$ cat src/rtl/speed_pkg.sv
// Shared types and width helpers for the multi-channel speed estimator.
package speed_pkg;

    typedef enum logic [1:0] {StIdle, StDiv, StDone} div_state_e;

    function automatic int unsigned clog2(input int unsigned v);
        int unsigned r;
        r = 0;
        while ((32'd1 << r) < v) r++;
        return r;
    endfunction

    function automatic int unsigned num_width(input int unsigned dist_w,
                                              input int unsigned shift);
        return dist_w + shift;
    endfunction

    function automatic int unsigned idx_width(input int unsigned n);
        return (n > 1) ? clog2(n) : 1;
    endfunction

endpackage

$ cat src/rtl/speed_div_seq.sv
// Start/done restoring divider, one quotient bit per cycle, quotient saturated to SPD_W.
module speed_div_seq
    import speed_pkg::*;
#(
    parameter int unsigned NUM_W  = 16,
    parameter int unsigned TIME_W = 16,
    parameter int unsigned SPD_W  = 10
) (
    input  logic              clk_i,
    input  logic              rst_i,
    input  logic              start_i,
    input  logic [NUM_W-1:0]  numer_i,
    input  logic [TIME_W-1:0] denom_i,
    output logic              done_o,
    output logic              busy_o,
    output logic [SPD_W-1:0]  quot_o
);
    localparam int unsigned CNT_W = clog2(NUM_W + 1);

    div_state_e        state_q;
    logic [NUM_W-1:0]  nq_q;  // numerator bits shift out at the top, quotient bits in at the bottom
    logic [TIME_W-1:0] rem_q;
    logic [TIME_W-1:0] den_q;
    logic [CNT_W-1:0]  cnt_q;

    logic [TIME_W:0] rem_sh;
    logic [TIME_W:0] rem_sub;
    logic            q_bit;

    always_comb begin
        rem_sh  = {rem_q, nq_q[NUM_W-1]};
        rem_sub = rem_sh - {1'b0, den_q};
        q_bit   = (rem_sh >= {1'b0, den_q});
    end

    always_ff @(posedge clk_i) begin
        if (rst_i) begin
            state_q <= StIdle;
            nq_q    <= '0;
            rem_q   <= '0;
            den_q   <= '0;
            cnt_q   <= '0;
        end else begin
            unique case (state_q)
                StIdle: begin
                    if (start_i) begin
                        nq_q    <= numer_i;
                        den_q   <= denom_i;
                        rem_q   <= '0;
                        cnt_q   <= CNT_W'(NUM_W);
                        state_q <= StDiv;
                    end
                end
                StDiv: begin
                    nq_q  <= {nq_q[NUM_W-2:0], q_bit};
                    rem_q <= q_bit ? rem_sub[TIME_W-1:0] : rem_sh[TIME_W-1:0];
                    cnt_q <= cnt_q - 1'b1;
                    if (cnt_q == CNT_W'(1)) state_q <= StDone;
                end
                StDone:  state_q <= StIdle;
                default: state_q <= StIdle;
            endcase
        end
    end

    assign done_o = (state_q == StDone);
    assign busy_o = (state_q != StIdle);

    if (NUM_W > SPD_W) begin : g_sat
        assign quot_o = (|nq_q[NUM_W-1:SPD_W]) ? {SPD_W{1'b1}} : nq_q[SPD_W-1:0];
    end else begin : g_ext
        assign quot_o = SPD_W'(nq_q);
    end

endmodule

$ cat src/rtl/speed_estimator.sv
// Multi-channel speed estimator sharing one sequential divider under round-robin arbitration.
// Define SPEED_AVG_EN to average the last AVG_DEPTH results per channel (one extra cycle).
module speed_estimator
    import speed_pkg::*;
#(
    parameter int unsigned CHANNELS    = 2,
    parameter int unsigned DIST_W      = 10,
    parameter int unsigned SPD_W       = 10,
    parameter int unsigned TIME_W      = 16,
    parameter int unsigned SCALE_SHIFT = 6,
    parameter int unsigned AVG_DEPTH   = 4
) (
    input  logic                       clk,
    input  logic                       rst,
    input  logic [CHANNELS-1:0]        sample_valid,
    input  logic [CHANNELS*DIST_W-1:0] distance,
    output logic [CHANNELS*SPD_W-1:0]  speed,
    output logic [CHANNELS-1:0]        speed_valid,
    output logic [CHANNELS-1:0]        approaching,
    output logic [CHANNELS-1:0]        overrun,
    output logic                       busy
);
    localparam int unsigned NUM_W = num_width(DIST_W, SCALE_SHIFT);
    localparam int unsigned CH_W  = idx_width(CHANNELS);

    if (CHANNELS < 1 || CHANNELS > 8 || AVG_DEPTH < 2 || (AVG_DEPTH & (AVG_DEPTH - 1)) != 0)
    begin : g_param_check
        $error("speed_estimator: CHANNELS must be 1..8, AVG_DEPTH a power of 2 >= 2");
    end

    logic [DIST_W-1:0] prev_q   [CHANNELS];
    logic [DIST_W-1:0] jdelta_q [CHANNELS];
    logic [TIME_W-1:0] jintv_q  [CHANNELS];
    logic [TIME_W-1:0] intv_q   [CHANNELS];
    logic [CHANNELS-1:0] primed_q, pending_q, jappr_q, overrun_q;
    logic [CH_W-1:0]     rr_q, grant_q, gnt_idx;
    logic                gnt_any, gnt_appr_q, div_start, div_done, div_busy;
    logic [SPD_W-1:0]    div_quot;

    logic [DIST_W-1:0] cur    [CHANNELS];
    logic [DIST_W:0]   diff   [CHANNELS];
    logic [DIST_W-1:0] adelta [CHANNELS];
    logic [CHANNELS-1:0] closer;

    always_comb begin
        for (int c = 0; c < CHANNELS; c++) begin
            cur[c]    = distance[c*DIST_W +: DIST_W];
            diff[c]   = {1'b0, cur[c]} - {1'b0, prev_q[c]};
            closer[c] = diff[c][DIST_W];
            adelta[c] = closer[c] ? DIST_W'(-diff[c]) : diff[c][DIST_W-1:0];
        end
    end

    // Lowest pending channel at or after rr_q, wrapping.
    always_comb begin : p_arb
        int unsigned c;
        gnt_any = 1'b0;
        gnt_idx = '0;
        for (int unsigned i = 0; i < CHANNELS; i++) begin
            c = 32'(rr_q) + i;
            if (c >= CHANNELS) c = c - CHANNELS;
            if (!gnt_any && pending_q[c]) begin
                gnt_any = 1'b1;
                gnt_idx = CH_W'(c);
            end
        end
    end

    assign div_start = gnt_any && !div_busy;

    always_ff @(posedge clk) begin
        if (rst) begin
            for (int c = 0; c < CHANNELS; c++) begin
                prev_q[c]   <= '0;
                jdelta_q[c] <= '0;
                jintv_q[c]  <= '0;
                intv_q[c]   <= '0;
            end
            primed_q   <= '0;
            pending_q  <= '0;
            jappr_q    <= '0;
            overrun_q  <= '0;
            rr_q       <= '0;
            grant_q    <= '0;
            gnt_appr_q <= 1'b0;
        end else begin
            overrun_q <= '0;
            if (div_start) begin
                grant_q    <= gnt_idx;
                gnt_appr_q <= jappr_q[gnt_idx];
                rr_q       <= (gnt_idx == CH_W'(CHANNELS - 1)) ? '0 : gnt_idx + 1'b1;
            end
            for (int c = 0; c < CHANNELS; c++) begin
                // Clear first so a sample in the grant cycle re-arms pending.
                if (div_start && gnt_idx == CH_W'(c)) pending_q[c] <= 1'b0;
                if (sample_valid[c]) begin
                    intv_q[c]   <= TIME_W'(1);
                    prev_q[c]   <= cur[c];
                    primed_q[c] <= 1'b1;
                    if (primed_q[c]) begin
                        jdelta_q[c]  <= adelta[c];
                        jappr_q[c]   <= closer[c];
                        jintv_q[c]   <= intv_q[c];
                        pending_q[c] <= 1'b1;
                        overrun_q[c] <= pending_q[c] && !(div_start && gnt_idx == CH_W'(c));
                    end
                end else if (intv_q[c] != '1) begin
                    intv_q[c] <= intv_q[c] + 1'b1;
                end
            end
        end
    end

    speed_div_seq #(
        .NUM_W  (NUM_W),
        .TIME_W (TIME_W),
        .SPD_W  (SPD_W)
    ) u_div (
        .clk_i   (clk),
        .rst_i   (rst),
        .start_i (div_start),
        .numer_i (NUM_W'(jdelta_q[gnt_idx]) << SCALE_SHIFT),
        .denom_i (jintv_q[gnt_idx]),
        .done_o  (div_done),
        .busy_o  (div_busy),
        .quot_o  (div_quot)
    );

    logic             out_wr, out_appr;
    logic [CH_W-1:0]  out_ch;
    logic [SPD_W-1:0] out_val;

`ifdef SPEED_AVG_EN
    localparam int unsigned AVG_W = clog2(AVG_DEPTH);

    logic [SPD_W-1:0]       ring_q [CHANNELS][AVG_DEPTH];
    logic [AVG_W-1:0]       wp_q   [CHANNELS];
    logic                   st1_valid_q, st1_appr_q;
    logic [CH_W-1:0]        st1_ch_q;
    logic [SPD_W+AVG_W-1:0] ring_sum;

    always_comb begin
        ring_sum = '0;
        for (int i = 0; i < AVG_DEPTH; i++) begin
            ring_sum = ring_sum + (SPD_W+AVG_W)'(ring_q[st1_ch_q][i]);
        end
    end

    always_ff @(posedge clk) begin
        if (rst) begin
            for (int c = 0; c < CHANNELS; c++) begin
                wp_q[c] <= '0;
                for (int i = 0; i < AVG_DEPTH; i++) ring_q[c][i] <= '0;
            end
            st1_valid_q <= 1'b0;
            st1_appr_q  <= 1'b0;
            st1_ch_q    <= '0;
        end else begin
            st1_valid_q <= div_done;
            if (div_done) begin
                ring_q[grant_q][wp_q[grant_q]] <= div_quot;
                wp_q[grant_q] <= wp_q[grant_q] + 1'b1;
                st1_ch_q      <= grant_q;
                st1_appr_q    <= gnt_appr_q;
            end
        end
    end

    assign out_wr   = st1_valid_q;
    assign out_ch   = st1_ch_q;
    assign out_appr = st1_appr_q;
    assign out_val  = SPD_W'(ring_sum >> AVG_W);
`else
    assign out_wr   = div_done;
    assign out_ch   = grant_q;
    assign out_appr = gnt_appr_q;
    assign out_val  = div_quot;
`endif

    logic [SPD_W-1:0]    speed_q [CHANNELS];
    logic [CHANNELS-1:0] valid_q, appr_q;

    always_ff @(posedge clk) begin
        if (rst) begin
            for (int c = 0; c < CHANNELS; c++) speed_q[c] <= '0;
            valid_q <= '0;
            appr_q  <= '0;
        end else begin
            valid_q <= '0;
            if (out_wr) begin
                speed_q[out_ch] <= out_val;
                appr_q[out_ch]  <= out_appr;
                valid_q[out_ch] <= 1'b1;
            end
        end
    end

    for (genvar c = 0; c < CHANNELS; c++) begin : g_flat
        assign speed[c*SPD_W +: SPD_W] = speed_q[c];
    end

    assign speed_valid = valid_q;
    assign approaching = appr_q;
    assign overrun     = overrun_q;
    assign busy        = div_busy;

endmodule
$ cat config.mk
export PLATFORM = sky130hd
export DESIGN_NAME = speed_estimator
export DESIGN_NICKNAME = d
export VERILOG_FILES = /design/src/rtl/speed_pkg.sv /design/src/rtl/speed_div_seq.sv /design/src/rtl/speed_estimator.sv
export SDC_FILE = /design/constraint.sdc
export NUM_CORES = 1
export LEC_CHECK = 0
export BUFFER_PORTS_ARGS = -buffer_cell sky130_fd_sc_hd__buf_2
export CAP_MARGIN = 20
export CORE_ASPECT_RATIO = 0.7
export CORE_MARGIN = 2
export CORE_UTILIZATION = 55
export CTS_CLUSTER_DIAMETER = 120
export CTS_CLUSTER_SIZE = 16
export DETAILED_ROUTE_END_ITERATION = 8
export PLACE_DENSITY = 0.73
export SLEW_MARGIN = 20
export SYNTH_ARGS = -nofsm -noshare
export SYNTH_HDL_FRONTEND = slang
export SYNTH_HIERARCHICAL = 1
export SYNTH_SLANG_ARGS = --single-unit
$ cat constraint.sdc
create_clock -name clk -period 7.2 [get_ports clk]
set_clock_uncertainty 0.05 [all_clocks]
set_input_delay 0.72 -clock clk [delete_from_list [all_inputs] [get_ports clk]]
set_output_delay 0.72 -clock clk [all_outputs]
set_load 0.01 [all_outputs]
# Word-level counts from Yosys, hierarchy flattened
# Memory sizes are Yosys's and may differ from the RTL's. A register that Yosys moved wholly into a read port is not among the register bits.
# Cells that the tools add are included.
[totals] word_cells=163 reg_bits=54 mem_count=5 input_bits=24 ramBits=124 output_inout_bits=27
[mem_list] memory="intv_q" words=2 word_bits=16 rd=2 rd_ports_with_merged_regs=0 wr=2 line="speed_estimator.sv:34" rtl="logic [TIME_W-1:0] intv_q [CHANNELS];"
[mem_list] memory="jintv_q" words=2 word_bits=16 rd=1 rd_ports_with_merged_regs=1 wr=2 line="speed_estimator.sv:33" rtl="logic [TIME_W-1:0] jintv_q [CHANNELS];"
[mem_list] memory="jdelta_q" words=2 word_bits=10 rd=1 rd_ports_with_merged_regs=0 wr=2 line="speed_estimator.sv:32" rtl="logic [DIST_W-1:0] jdelta_q [CHANNELS];"
[mem_list] memory="prev_q" words=2 word_bits=10 rd=2 rd_ports_with_merged_regs=0 wr=2 line="speed_estimator.sv:31" rtl="logic [DIST_W-1:0] prev_q [CHANNELS];"
[mem_list] memory="speed_q" words=2 word_bits=10 rd=2 rd_ports_with_merged_regs=0 wr=2 line="speed_estimator.sv:180" rtl="logic [SPD_W-1:0] speed_q [CHANNELS];"
[op_classes] bitwise_logic=16 n_mux=75 magnitude_cmp=8 add_sub_neg=12 n_eq_ne=7 reduce_logical=24
[ops] op="16-bit 2-to-1 mux" n=9
[ops] op="10-bit 2-to-1 mux" n=8
[ops] op="32-bit by 2-bit less-than comparator with 1-bit output, second input constant" n=2
[ops] op="32-bit 2-to-1 mux" n=2
[ops] op="16-bit one-hot mux with 2 select lines" n=2
[ops] op="1-bit 2-to-1 mux" n=47
[ops] op="16-bit by 1-bit adder with 16-bit output, second input constant" n=2
[ops] op="16-bit inequality test, second input constant" n=2
[ops] op="10-bit by 10-bit subtractor with 11-bit output" n=2
[ops] op="10-bit negation" n=2
[ops] op="17-bit by 16-bit greater-or-equal comparator with 1-bit output" n=1
[ops] op="16-bit subtractor" n=1
[ops] op="1-bit OR" n=10
[ops] op="5-bit one-hot mux with 2 select lines" n=1
[ops] op="2-bit AND reduction" n=5
[ops] op="10-bit OR reduction" n=1
[ops] op="1-bit logical AND" n=7
[ops] op="1-bit NOT" n=6
[ops] op="3-bit OR reduction" n=2
[ops] op="6-bit OR reduction" n=1
[ops] op="5-bit by 1-bit equality test with 1-bit output, second input constant" n=1
[ops] op="5-bit 2-to-1 mux" n=1
[ops] op="5-bit by 1-bit subtractor with 5-bit output, second input constant" n=1
[ops] op="1-bit zero test" n=4
[ops] op="other kinds (19)" n=22

# Depth between registers and ports, before layout
# Gate-level depths: netlist (run 1).
[depth] ltp_word=13 mapped_depth=12 mapped_depth_nobuf=11

# Cells and area by module
# Netlist (run 1), hierarchy kept.
[by_module_without_submodules] mod="speed_estimator" area_each_um2=7368.3 n_inst=1 cells_per_inst=715 seq_area_each_um2=4023.9
[by_module_without_submodules] mod="speed_div_seq" area_each_um2=3111.7 n_inst=1 cells_per_inst=395 seq_area_each_um2=1101.1

# Worst setup path after synthesis (run 1)
# Ideal clock, no wire load.
[synth_path] path_type="input-to-reg" startpoint="input port distance[0]" endpoint="memory jdelta_q[0][9], data pin" setup_slack_ns=4.198 t_arrival_ns=2.694 required_ns=6.891 path_buffers=0 path_stages=11 setup_ns=0.259 path_cell_list="inv_1 ha_1 inv_1 fa_1 a21o_1 a31o_1 a21oi_1 xor2_1 nand4_1 nor3b_1 o31a_1"
[synth_rtl] item="start, declared" line="speed_estimator.sv:16" rtl="input logic [CHANNELS*DIST_W-1:0] distance,"
[synth_rtl] item="end, declared" line="speed_estimator.sv:32"

==> results.cfg, run 1 <==
[status]
status = complete, no violations

[sta]
report.final.slew_viol_count = 0
max_freq_mhz = 341.7
relSlewSlack_pct = 29.30
hold_violations = 0
worst_pin_slew_ns = 1.060
setup_tns_ns = 0
period_share_pct = 40.64
period_needed_ns = 2.926
finalSetupViolations = 0
rsz0062_at_grt = false

[routing]
postRouteAntennaNets = 0
drt_iter0_drc = 698
num_vias = 7776
routed_via_density = 5.562
firstDrtPassIters = 5
wl_mm = 21.71
wl_per_cell_microns = 15.53
drcViolationCount = 0

[job]
maxCapViolCount = 0

[logic_synthesis]
syn-cell-area_sq_mm = 0.01048
netlist_instances = 1110
synthArstFlopShare_pct = 0
seq_area_frac_synth_pct = 48.90
ys_ff_latch = 194
ys_dominant_reg_cell = edfxtp_1
synth_enable_flop_cells = 124
synth_cell_types = 73
synth_area_per_cell_sq_um = 9.441
ys_warn_count = 6

[final_layout]
multiInputGateArea_sq_mm = 0.004913
n_antenna_cell = 0
nets = 1212
final_common_cell = nand2_1
register_area_sq_mm = 0.005125
n_fill_cell = 1585
final_cell_mix = nand2_1, edfxtp_1, nor2_1, a21oi_1, and2_1
drive_gt1_share_pct = 10.64
area_delta_synth_final_pct = 9.837
final_area_sq_mm = 0.01151

[floorplanning]
die_y_microns = 119.5
rows = 42
die_area_sq_mm = 0.02019
fp.coreArea_sq_mm = 0.01881
start_util_pct = 55.71
pin_count = 51
die-width_microns = 169.0

[grt]
grt_util_all_layers_pct = 22.13
overflow = 0
grt_pass1_wl_mm = 35.49
grt_pass1_vias = 7033
antenna_found_initial = 0
grt_max_degree = 66

[critical_path]
cp-end-kind = register
cp.required_ns = 7.35
critPathMaxFanout = 10
cp-start-kind = input port
critPathArrivalTime_ns = 3.07
critPathKind = in2reg

[clocking]
htreeDepth = 4
path_clk_slew_ns = 0.07
cts_num_sinks = 194
cts_tree = done
clk_latency_ns = 0.44
cts_resized = 0
cts_post_setup_buffers_inserted = 0
cts-root-buf = clkbuf_16
holdBufCountCts = 0
clk_path_buf_depth = 2
cts_buffers = 17

[pwr]
power_frac_seq_pct = 41.4
swShare_pct = 30.98
p_total_mw = 3.115
p_comb_share_pct = 26.8
switchingPower_uw = 965.2
intPower_mw = 2.150
power_density_mw_per_mm2 = 270.6
p_clk_share_pct = 31.8
ir_drop_v = 0.0001741
p_leak_nw = 4.666

[placed_design]
hpwl_mm = 15.29
portBuffers = 50
postPlaceCellArea_sq_mm = 0.01089
gp_congestion = 0.9017

[min_path]
hp-class = reg2reg
-- flip-flops by register name, summed over array words and instances, names as in the netlist, 5 cells and up --
name / cells
u_div/nq_q: 16
u_div/cnt_q: 5
prev_q: 20
speed_q: 20
jintv_q: 32
jdelta_q: 20
u_div/den_q: 16
u_div/rem_q: 16
intv_q: 32
-- layer usage --
metal	vias to the layer above	GRT usage, %	part of all wire (%)
met1	3646	34.43	52
met4	0	5.876	1.1
li1	3902	-	-
met3	20	4.288	5.5
met5	-	0	0
met2	208	31.53	41
-- critical path, stage by stage --
cell and delay (ns):
buf_2 0.10, inv_1 0.07, ha_1 0.17, inv_1 0.06
fa_1 0.40, a21o_2 0.26, a311oi_2 0.31, o31ai_1 0.14
a31o_1 0.37, a41oi_2 0.23, xnor2_1 0.09, and2_1 0.16
-- power by group through the flow --
stage	clock (mW)	sequential [mW]	combinational (mW)
2_1_floorplan	0	1.30	0.707
4_1_cts	1.00	1.29	0.827
6_report	0.990	1.29	0.836
3_3_place_gp	0	1.31	0.810
5_1_grt	1.05	1.30	0.923
3_5_place_dp	0	1.31	0.820
-- layout make-up --
type | count | share of cell area (%)
Clock inverter | 13 | 1.576
Tap cell | 242 | 2.630
Timing Repair Buffer | 58 | 2.674
Clock buffer | 19 | 3.761
Sequential cell | 194 | 44.52
Multi-Input combinational cell | 806 | 42.68
Inverter | 66 | 2.152
-- through the flow --
step                      worst slack [ns]  utilization, %  std cells  hold WS, ns
after global placement               3.911           57.82       1365       0.3929
after floorplan                      4.198               -       1115       0.3849
after global routing                 4.083           61.19       1398       0.4224
final                                4.274           61.19       1398       0.4074
after CTS                            4.329           61.14       1398       0.4088
after detailed placement             3.867           57.87       1366       0.3989
-- logic make-up (layout without fill, tap and decap cells) --
logic type                 count (synthesis)  in the layout  share of synthesized area [%]
buffers and inverters                    115            156                          4.561
xor gates and xnor gates                  62             62                          5.181
DFF                                      194            194                          48.90
other                                      1              6                        0.03578
muxes                                     15             15                          1.433
and+or+nand+nor                          462            462                          21.07
AOI/OAI and AO/OA                        216            216                          13.23
adders and majority gates                 45             45                          5.587
-- cells in the mapped netlist, types with 7 or more instances --
library cell | number | share of area [%]
mux2i_1 | 15 | 1.4
a21o_1 | 12 | 0.86
or2_2 | 14 | 0.84
nand2_1 | 180 | 6.4
nand4_1 | 8 | 0.48
clkbuf_1 | 33 | 1.2
edfxtp_1 | 124 | 36
o21ai_1 | 19 | 0.91
o21a_1 | 8 | 0.57
nand2b_1 | 13 | 0.78
a21oi_1 | 80 | 3.8
xor2_1 | 33 | 2.8
o21ai_0 | 27 | 1.3
inv_1 | 64 | 2.3
a22oi_1 | 16 | 1.1
nor2b_1 | 7 | 0.42
xnor2_1 | 29 | 2.4
a31oi_1 | 10 | 0.60
nand3_1 | 18 | 0.86
nor2_1 | 91 | 3.3
and2_1 | 77 | 4.6
buf_2 | 10 | 0.48
ha_1 | 42 | 5.0
and3_1 | 12 | 0.72
nor3_1 | 16 | 0.76
dfxtp_1 | 70 | 13
-- final timing paths --
check	from	end	slack [ns]	cells after the start
worst min-delay path	u_div/den_q[2]$_SDFFE_PP0P_	u_div/den_q[2]$_SDFFE_PP0P_	0.41	2
worst max-delay path	distance[10]	jdelta_q[1][8]$_SDFFCE_PN0P_	4.27	12
worst max register to register	u_div/den_q[3]$_SDFFE_PP0P_	u_div/rem_q[7]$_SDFFE_PP0P_	4.36	9
worst min register to register	u_div/den_q[2]$_SDFFE_PP0P_	u_div/den_q[2]$_SDFFE_PP0P_	0.41	2
Note: power is estimated with default switching activity, not from simulation.
==> inputs of run 2 (changes only) <==
--- a/config.mk
+++ b/config.mk
@@ -5,6 +5,7 @@
 export SDC_FILE = /design/constraint.sdc
 export NUM_CORES = 1
 export LEC_CHECK = 0
+export ABC_AREA = 1
 export BUFFER_PORTS_ARGS = -buffer_cell sky130_fd_sc_hd__buf_2
 export CAP_MARGIN = 20
 export CORE_ASPECT_RATIO = 0.7
@@ -13,7 +14,7 @@
 export CTS_CLUSTER_DIAMETER = 120
 export CTS_CLUSTER_SIZE = 16
 export DETAILED_ROUTE_END_ITERATION = 8
-export PLACE_DENSITY = 0.73
+export PLACE_DENSITY = 0.75
 export SLEW_MARGIN = 20
 export SYNTH_ARGS = -nofsm -noshare
 export SYNTH_HDL_FRONTEND = slang
==> constraint.sdc (replaced) <==
create_clock -name clk -period 2.4 [get_ports clk]
set_clock_uncertainty 0.05 [all_clocks]
set_input_delay 0.24 -clock clk [delete_from_list [all_inputs] [get_ports clk]]
set_output_delay 0.24 -clock clk [all_outputs]
set_load 0.01 [all_outputs]
==> run 2 against run 1 <==
Against the previous run: power increased to 4.5 times the previous value; die area increased by 6.4%; largest cell class unchanged; non-clock buffer count increased by 20; clock power increased to 2.8 times the previous value; sequential cell count unchanged; combinational power increased to 8.4 times the previous value; first-iteration DRC count increased by 30%; hold slack got worse by 0.39 ns; critical endpoint is now jdelta_q[0][8]$_SDFFCE_PN0P_; highest routed layer unchanged.
==> results.cfg, run 2 <==
[critical_path]
cpMostUsedCell = inv_2
startpoint = prev_q[0][0]$_SDFFCE_PN0P_
worst-path-buf-inv = 4
cp_top_family = adder cells
critPathKind = reg2reg
path_cells = ha_2, inv_2, fa_2, inv_2, ha_1, inv_1, nor2_1, nand3_1, inv_2, nand3_2, nand2_2, nand3_1, nand2_1, nor2_1
max_stage_delay_ns = 0.43
critPathArrivalTime_ns = 2.43
cp.required_ns = 2.55
critPathSlowestCell = fa_2
critPathMaxFanout = 3
cp-start-kind = register
regToRegStartpoint = prev_q[0][0]$_SDFFCE_PN0P_
cp-end-kind = register

[sta]
period_share_pct = 95.01
rsz0062_at_grt = true
worst_pin_slew_ns = 0.7438
hold_violations = 0
period_needed_ns = 2.280
report.final.slew_viol_count = 0
finalSetupViolations = 0
max_freq_mhz = 438.5
timing.hold.ws_ns = 0.01587
relSlewSlack_pct = 50.15

[logic_synthesis]
syn-cell-area_sq_mm = 0.01117
synth_most_common_cell = nand2_1
synth_cell_types = 47
ys_ff_latch = 194
synth-xor-area-share_pct = 1.176
muxShareOfSynthArea_pct = 0
netlist_instances = 1445
synth_area_leaders = edfxtp_1, nand2_1, dfxtp_1
ys_warn_count = 6
synth_enable_flop_cells = 124
synthArstFlopShare_pct = 0
synth_compound_area_share_pct = 7.986
yosysTopAreaCell = edfxtp_1
synth_area_per_cell_sq_um = 7.731
synth_commonest_cells = nand2_1, inv_1, nor2_1, edfxtp_1, nand3_1
synth_fa_ha_area_share_pct = 5.242
synth-simple-area-share_pct = 29.59
synth_top_family_by_area = simple AND/OR/NAND/NOR gates
seq_area_frac_synth_pct = 45.88
synth_top_area_share_pct = 33.33
ys_dominant_reg_cell = edfxtp_1

[routing]
drt_iter0_drc = 906
drcViolationCount = 0
routed_via_density = 5.283
wl_per_cell_microns = 14.43
wl_mm = 25.88
postRouteAntennaNets = 0
num_vias = 9473
firstDrtPassIters = 8

[min_path]
hp-class = in2reg
hp-start = sample_valid[0]

[grt]
overflow = 0
antenna_found_initial = 0
grt_pass1_wl_mm = 42.05
grt_max_degree = 43
grt_util_all_layers_pct = 24.70
grt_pass1_vias = 8516

[floorplanning]
fp.coreArea_sq_mm = 0.01985
die_y_microns = 123.2
die-width_microns = 174.3
rows = 43
start_util_pct = 56.27
die_area_sq_mm = 0.02148
pin_count = 51

[placed_design]
portBuffers = 50
postPlaceCellArea_sq_mm = 0.01171
dp_cells = 1753
hpwl_mm = 18.86
gp_congestion = 0.8960

[job]
maxCapViolCount = 0

[final_layout]
area_delta_synth_final_pct = 10.73
multiInputGateArea_sq_mm = 0.004986
layoutNonFillerInstCount = 1793
final_cell_mix = nand2_1, inv_1, nor2_1, edfxtp_1
final_area_sq_mm = 0.01237
n_fill_cell = 1781
n_antenna_cell = 0
reg.largest.list = intv_q: 32 flops, jintv_q: 32 flops
final_common_cell = nand2_1
nets = 1579
drive_gt1_share_pct = 13.20
register_area_sq_mm = 0.005125

[clocking]
path_clk_slew_ns = 0.08
cts_num_sinks = 194
htreeDepth = 4
clk_path_buf_depth = 2
cts_tree = done
clk_latency_ns = 0.44
cts_buffers = 17
cts-root-buf = clkbuf_16

[pwr]
power_density_mw_per_mm2 = 1124
p_leak_nw = 5.672
p_total_mw = 13.91
ir_drop_v = 0.001101

[status]
status = complete, no violations
run 2: changes by cell type after synthesis, sizes merged, moves of 15 or more:
cell	delta
nand3b	+16
nand3	+75
mux2i	-15
nor2	+89
clkbuf	-16
inv	+176
and2	-76
nand2	+239
xor2	-22
xnor2	-25
run 2: layout make-up:
| cell class | instances | area share [%] |
|---|---|---|
| Timing Repair Buffer | 78 | 3.743 |
| Sequential cell | 194 | 41.43 |
| Tap cell | 270 | 2.731 |
| Inverter | 241 | 7.334 |
| Multi-Input combinational cell | 978 | 40.31 |
| Clock buffer | 17 | 3.439 |
| Clock inverter | 15 | 1.012 |
run 2: where the power goes:
group / internal, mW / total [mW] / switching (mW)
Combinational: 2.49 / 7.05 / 4.56
Clock: 1.35 / 2.73 / 1.37
Sequential: 3.91 / 4.13 / 0.224
run 2: routing by layer:
metal	global-route usage, %	up-vias	share of wire (%)
li1	-	4747	-
met1	36.51	4372	49
met4	8.403	0	1.5
met5	0	-	0
met3	4.582	31	8.1
met2	36.58	323	42
run 2: repair_timing:
| item | 4_1_cts | 5_1_grt |
|---|---|---|
| endpoints found under the setup margin | 0 | 16 |
| hold buffers | 1 | 0 |
| resized for setup | 0 | 21 |
| endpoints found under the hold margin | 2 | 0 |
| buffers inserted | 0 | 7 |
run 2: tightest hold or removal path: stages:
cell and delay, ns:
buf_2 0.12, nor2_1 0.05, nor2_1 0.07
run 2: per-stage QoR:
step	setup slack [ns]	utilization [%]	TNS (ns)
after global routing	-0.03848	62.31	-0.05609
after CTS	0.04683	61.80	0
after floorplan	0.2591	-	0
final	0.1197	62.31	0
after global placement	0.1100	58.98	0
after detailed placement	0.04125	58.98	0
run 2: cells by family after synthesis:
group | after synthesis
flops | 194
xor+xnor | 15
buf+inv | 278
simple gates | 753
fa+ha+maj | 45
other cells | 1
compound gates | 159
run 2: path summary, 6_finish.rpt:
kind / end / slack [ns] / depth (start not counted)
setup / recovery: jdelta_q[0][8]$_SDFFCE_PN0P_ / 0.12 / 14
hold / removal: primed_q[0]$_SDFFE_PP0P_ / 0.02 / 3
setup reg to reg: jdelta_q[0][8]$_SDFFCE_PN0P_ / 0.12 / 14
hold reg to reg: primed_q[1]$_SDFFE_PP0P_ / 0.41 / 2
